===== config.mk =====
export PLATFORM = sky130hd
export DESIGN_NAME = output_port_ctrl
export DESIGN_NICKNAME = d
export VERILOG_FILES = /design/src/rtl/output_port_ctrl_pkg.sv /design/src/rtl/output_port_ctrl_rr.sv /design/src/rtl/output_port_ctrl.sv
export SDC_FILE = /design/constraint.sdc
export NUM_CORES = 1
export LEC_CHECK = 0
export CAP_MARGIN = 20
export CORE_AREA = 2 2 206 208
export CTS_BUF_LIST = sky130_fd_sc_hd__clkbuf_8
export DETAILED_ROUTE_END_ITERATION = 10
export DIE_AREA = 0 0 208 210
export PLACE_DENSITY = 0.49
export SYNTH_ARGS = -nofsm -noshare
export SYNTH_HDL_FRONTEND = slang
export SYNTH_HIERARCHICAL = 1
export SYNTH_SLANG_ARGS = --single-unit

===== constraint.sdc =====
create_clock -name clk -period 5.4 [get_ports clk]
set_input_delay 1.08 -clock clk [delete_from_list [all_inputs] [get_ports clk]]
set_output_delay 1.08 -clock clk [all_outputs]
set_load 0.1 [all_outputs]

===== src/rtl/output_port_ctrl_pkg.sv =====
// Shared defaults and small helpers for the router output-port controller.
package output_port_ctrl_pkg;

  localparam int unsigned DEF_FW = 64;
  localparam int unsigned DEF_P  = 7;
  localparam int unsigned DEF_B  = 4;

  // Width needed to hold an index in [0, n-1]; never narrower than one bit.
  function automatic int unsigned idx_w(input int unsigned n);
    return (n > 1) ? $clog2(n) : 1;
  endfunction

endpackage


===== src/rtl/output_port_ctrl_rr.sv =====
// Round-robin arbiter: holds the last-granted pointer and picks the first
// requester after it, wrapping mod P. The grant is combinational in the
// request cycle; the pointer moves only when a grant actually issues.
module rr_arbiter
  import output_port_ctrl_pkg::*;
#(
  parameter int unsigned P = DEF_P
) (
  input  logic         clk,
  input  logic         rst_n,
  input  logic [P-1:0] req,
  input  logic         advance,
  output logic [P-1:0] grant
);

  localparam int unsigned     LW       = idx_w(P);
  localparam logic [LW-1:0]   LAST_RST = LW'(P - 1);

  logic [LW-1:0] last_q;
  logic [LW-1:0] last_d;
  logic [P-1:0]  pick;
  logic [LW-1:0] pick_idx;
  logic          found;
  int unsigned   idx;
  logic [LW-1:0] idx_l;

  // Priority search starting one past the last winner, wrapping mod P.
  always_comb begin
    pick     = '0;
    pick_idx = last_q;
    found    = 1'b0;
    idx      = 0;
    idx_l    = '0;
    for (int unsigned off = 1; off <= P; off++) begin
      idx = 32'(last_q) + off;
      if (idx >= P) begin
        idx = idx - P;
      end
      idx_l = LW'(idx);
      if (!found && req[idx_l]) begin
        found       = 1'b1;
        pick[idx_l] = 1'b1;
        pick_idx    = idx_l;
      end
    end
  end

  // Reset is folded in so the grant cannot escape while rst_n is low.
  assign grant = (advance && rst_n) ? pick : '0;

  // Pointer follows the winner; holds when nothing is granted.
  always_comb begin
    last_d = last_q;
    if (|grant) begin
      last_d = pick_idx;
    end
  end

  // Pointer register; reset to P-1 so input 0 has first priority.
  always_ff @(posedge clk or negedge rst_n) begin
    if (!rst_n) begin
      last_q <= LAST_RST;
    end else begin
      last_q <= last_d;
    end
  end

endmodule


===== src/rtl/output_port_ctrl.sv =====
// Output-port controller: credit-gated round-robin arbitration over the
// input queues, one-cycle registered flit launch to the downstream queue,
// and a downstream credit counter with a sticky overflow flag.
module output_port_ctrl
  import output_port_ctrl_pkg::*;
#(
  parameter int unsigned FW      = DEF_FW,
  parameter int unsigned P       = DEF_P,
  parameter int unsigned B       = DEF_B,
  parameter int unsigned CREDITS = 1 << B
) (
  input  logic          clk,
  input  logic          rst_n,
  input  logic [P-1:0]  req,
  input  logic [P*FW-1:0] flit_in,
  output logic [P-1:0]  grant,
  output logic          flit_out_wr,
  output logic [FW-1:0] flit_out,
  input  logic          credit_in,
  output logic [B:0]    credit_cnt,
  output logic          cred_err
);

  localparam logic [B:0] CRED_MAX = (B + 1)'(CREDITS);
  localparam logic [B:0] CRED_ONE = (B + 1)'(1);

  logic [B:0]    credit_q, credit_d;
  logic          err_q, err_d;
  logic          wr_q, wr_d;
  logic [FW-1:0] flit_q, flit_d;
  logic [FW-1:0] flit_sel;
  logic          has_credit;
  logic          granted;

  assign has_credit = (credit_q != '0);

  rr_arbiter #(
    .P(P)
  ) u_arb (
    .clk    (clk),
    .rst_n  (rst_n),
    .req    (req),
    .advance(has_credit),
    .grant  (grant)
  );

  assign granted = |grant;

  // Crossbar lane select; grant is one-hot so OR-ing the lanes is exact.
  always_comb begin
    flit_sel = '0;
    for (int unsigned i = 0; i < P; i++) begin
      if (grant[i]) begin
        flit_sel = flit_sel | flit_in[i*FW +: FW];
      end
    end
  end

  // Launch register: capture on grant, otherwise hold data and drop valid.
  always_comb begin
    wr_d   = granted;
    flit_d = granted ? flit_sel : flit_q;
  end

  // Credit bookkeeping: grant spends, credit_in refunds, both cancel;
  // a refund at full count saturates and latches the error flag.
  always_comb begin
    credit_d = credit_q;
    err_d    = err_q;
    unique case ({granted, credit_in})
      2'b10: credit_d = credit_q - CRED_ONE;
      2'b01: begin
        if (credit_q == CRED_MAX) begin
          err_d = 1'b1;
        end else begin
          credit_d = credit_q + CRED_ONE;
        end
      end
      default: credit_d = credit_q;
    endcase
  end

  // State registers; asynchronous reset drops any in-flight flit.
  always_ff @(posedge clk or negedge rst_n) begin
    if (!rst_n) begin
      credit_q <= CRED_MAX;
      err_q    <= 1'b0;
      wr_q     <= 1'b0;
      flit_q   <= '0;
    end else begin
      credit_q <= credit_d;
      err_q    <= err_d;
      wr_q     <= wr_d;
      flit_q   <= flit_d;
    end
  end

  assign flit_out_wr = wr_q;
  assign flit_out    = flit_q;
  assign credit_cnt  = credit_q;
  assign cred_err    = err_q;

endmodule


==> results of run 1 <==
==> registers in the layout, indices dropped and copies added, names as in the netlist <==
register	count
flit_out_wr	1
cred_err	1
credit_cnt	5
flit_out	64
u_arb/last_q	3
==> path summary, 6_finish.rpt <==
path / cells after the start / endpoint / startpoint
max: 17 / grant[3] / u_arb/last_q[1]
min: 1 / cred_err / cred_err
max reg2reg: 23 / flit_out[8] / u_arb/last_q[1]
min reg2reg: 1 / cred_err / cred_err
max in group asynchronous: 2 / flit_out[48] / rst_n
min in group asynchronous: 1 / cred_err / rst_n
==> routing by layer <==
layer  vias up  GRT usage (%)  part of all wire, %
li1       4863              -                    -
met1      5405           30.7                   37
met2       519           50.9                   53
met3       116           4.72                  5.6
met4        10           11.7                  4.4
met5         -              0                 0.13
==> timing repair <==
item	in CTS	in global routing
setup buffers	11	13
hold buffers	0	0
resized for setup	30	32
pin swaps	10	26
setup endpoints to repair	11	12
gates cloned	1	0
==> layout by cell type (no fill, tap or decap), types with 6 or more instances in the layout <==
cell             count
diode_2             13
o21ai_0             12
o22ai_1              6
mux2i_1              9
clkdlybuf4s50_1    509
dfrtp_1             70
nor2b_1              6
nor3_1              13
nand2b_1             8
a222oi_1            65
nand3_1             19
buf_12              21
clkbuf_8             9
nand2_1             38
inv_1               15
a21oi_1             16
xnor2_1              8
a221oi_1            65
buf_4              195
nor2_1              90
ha_1                 7
a31oi_1             67
a22o_1              65
==> area by class of cell <==
cell class              instances  area (um^2)  area share (%)
repair buffers                732         7080            46.7
flip-flops and latches         74         1860            12.3
inverters                      18         72.6           0.479
diodes                         13         32.5           0.215
clock buffers                   9          124           0.817
well taps                     539          674            4.45
clock inverters                 6         37.5           0.248
multi-input cells             670         5270            34.8
==> logic make-up (layout without fill, tap and decap cells) <==
logic type / after synthesis / count (layout) / share of synthesized area [%]
xor+xnor: 16 / 16 / 2.04
mux: 20 / 20 / 3.20
flops: 74 / 74 / 25.6
other cells: 0 / 13 / 0
fa+ha+maj: 15 / 15 / 2.80
simple gates: 237 / 237 / 16.5
buf+inv: 107 / 765 / 6.51
compound gates: 382 / 382 / 43.3
==> per-stage QoR <==
stage | cells | hold WS [ps]
finish | 2061 | 473
global route | 2059 | 504
CTS | 2036 | 485
detailed placement | 2009 | 466
global placement | 2008 | 463
floorplan | 851 | 639
==> critical path: cells and delay by family, from the launching register on <==
kind	cells	cell delay (ps)
buf+inv	6	760
flops	1	590
compound gates	2	300
mux	2	550
fa+ha+maj	2	400
simple gates	5	1290
==> results.py, run 1 <==
metrics = {
    "final_layout": {
        "area_growth_pct": 109,
        "stdcell_area_mm2": 0.0152,
        "final_util_pct": 36.5,
        "drive_gt1_share_pct": 21.9,
        "fillers": 4336,
        "nNetsFinal": 1978,
    },
    "outcome": {
        "status": "finished, final reports clean",
    },
    "sta": {
        "skew_ps": 7.39,
        "max_freq_mhz": 186,
        "finalCritPeriodShare_pct": 99.7,
        "final.setup.tns_ps": 0,
        "final-setup-viol-count": 0,
        "tightest_slew_ps": 1150,
        "max-slew-margin-rel_pct": 22.8,
        "period_needed_ps": 5390,
        "rsz0062_at_grt": "yes",
        "setup_slack_ps": 14.6,
        "maxSlewViolCount": 0,
        "final_hold_viol_count": 0,
    },
    "global_routing": {
        "grt_pass1_vias": 11166,
        "antenna_found_initial": 32,
        "grt_pass1_wl_um": 84600,
        "grt_max_degree": 67,
        "overflow": 0,
        "grt_util_all_layers_pct": 27.4,
    },
    "die": {
        "chipWidth_um": 208,
        "initial_core_util_pct": 17.5,
        "rows": 75,
        "ios": 536,
        "core_mm2": 0.0415,
        "fp.dieH_um": 210,
        "die-area_mm2": 0.0437,
    },
    "routing": {
        "drc": 0,
        "vias": 10913,
        "wirelength_um": 62300,
        "drt_iter0_markers": 1076,
        "ant_nets": 0,
        "dr.pass1.iters": 6,
        "wl_per_cell_um": 30.2,
        "via_per_inst": 5.30,
    },
    "place": {
        "portBuffers": 535,
        "place_ws_ps": -264,
        "place_area_mm2": 0.0145,
        "dpl.hpwl_um": 51200,
        "place_congestion": 0.949,
    },
    "clocking": {
        "clk_latency_ps": 410,
        "clockBufferDepth": 2,
        "cts_buffers": 9,
        "cts-root-buf": "clkbuf_8",
        "cts_sinks": 74,
        "cts_tree": "yes",
        "htree_num_levels": 3,
        "cts.clk_slew.worst_paths_ps": 80,
    },
    "synthesis": {
        "synth-edff-count": 0,
        "netlist.top_cell.by_area": "dfrtp_1",
        "synth_top_area_share_pct": 24.5,
        "ys_types": 92,
        "synth_seq_cells": 74,
        "ys.flop_type": "dfrtp_1",
        "syn_nets": 1324,
        "yosysWarningCount": 6,
        "yosys-top-cells-count": "94 x nor2_1, 71 x dfrtp_1, 69 x a31oi_1",
        "netlist_area_mm2": 0.00724,
        "yosysMostFrequentCell": "nor2_1",
        "synthCells": 851,
        "synth.area.top_cells": "dfrtp_1 25%, a222oi_1 9.0%, a221oi_1 7.9%",
        "ys_seq_area_share_pct": 25.6,
        "synth-async-reset-ratio_pct": 100,
        "avgSynthCellArea_um2": 8.51,
    },
    "run": {
        "max_cap_violations": 0,
    },
    "worst_setup_path": {
        "crit_path_frequent_cell": "buf_12",
        "cp_max_fo": 7,
        "cp_cell_sequence": "inv_4 -> buf_12 -> ha_4 -> inv_2 -> fa_2 -> mux2_4 -> mux2i_2 -> o22ai_2 -> or3_4 -> nor4_4 -> buf_4 -> nand3_4 -> or4_4 -> and3_4 -> a21oi_4 -> buf_6 -> buf_12",
        "crit_path_start_kind": "flip-flop",
        "reg2reg_slack_ps": 100,
        "cp.arrival_ps": 4310,
        "cp.required_ps": 4320,
        "cp_slowest_cell": "dfstp_2",
        "crit_path_end_kind": "output port",
        "path_class": "flip-flop to output port",
        "crit_path_max_incr_delay_ps": 590,
    },
    "min_path": {
        "hp-class": "flip-flop to flip-flop",
    },
}
Power of run 1 is not shown: default switching activity piles up to over one toggle a cycle in this logic, so the estimate is an artifact.
==> run 2, diff against run 1 <==
--- a/config.mk
+++ b/config.mk
@@ -11,6 +11,7 @@
 export DETAILED_ROUTE_END_ITERATION = 10
 export DIE_AREA = 0 0 208 210
 export PLACE_DENSITY = 0.49
+export SLEW_MARGIN = 5
 export SYNTH_ARGS = -nofsm -noshare
 export SYNTH_HDL_FRONTEND = slang
 export SYNTH_HIERARCHICAL = 1
==> results of run 2 <==
No change in the layout: final DEF, timing and power equal those of run 1.
Power of run 2 is left out for the same reason.
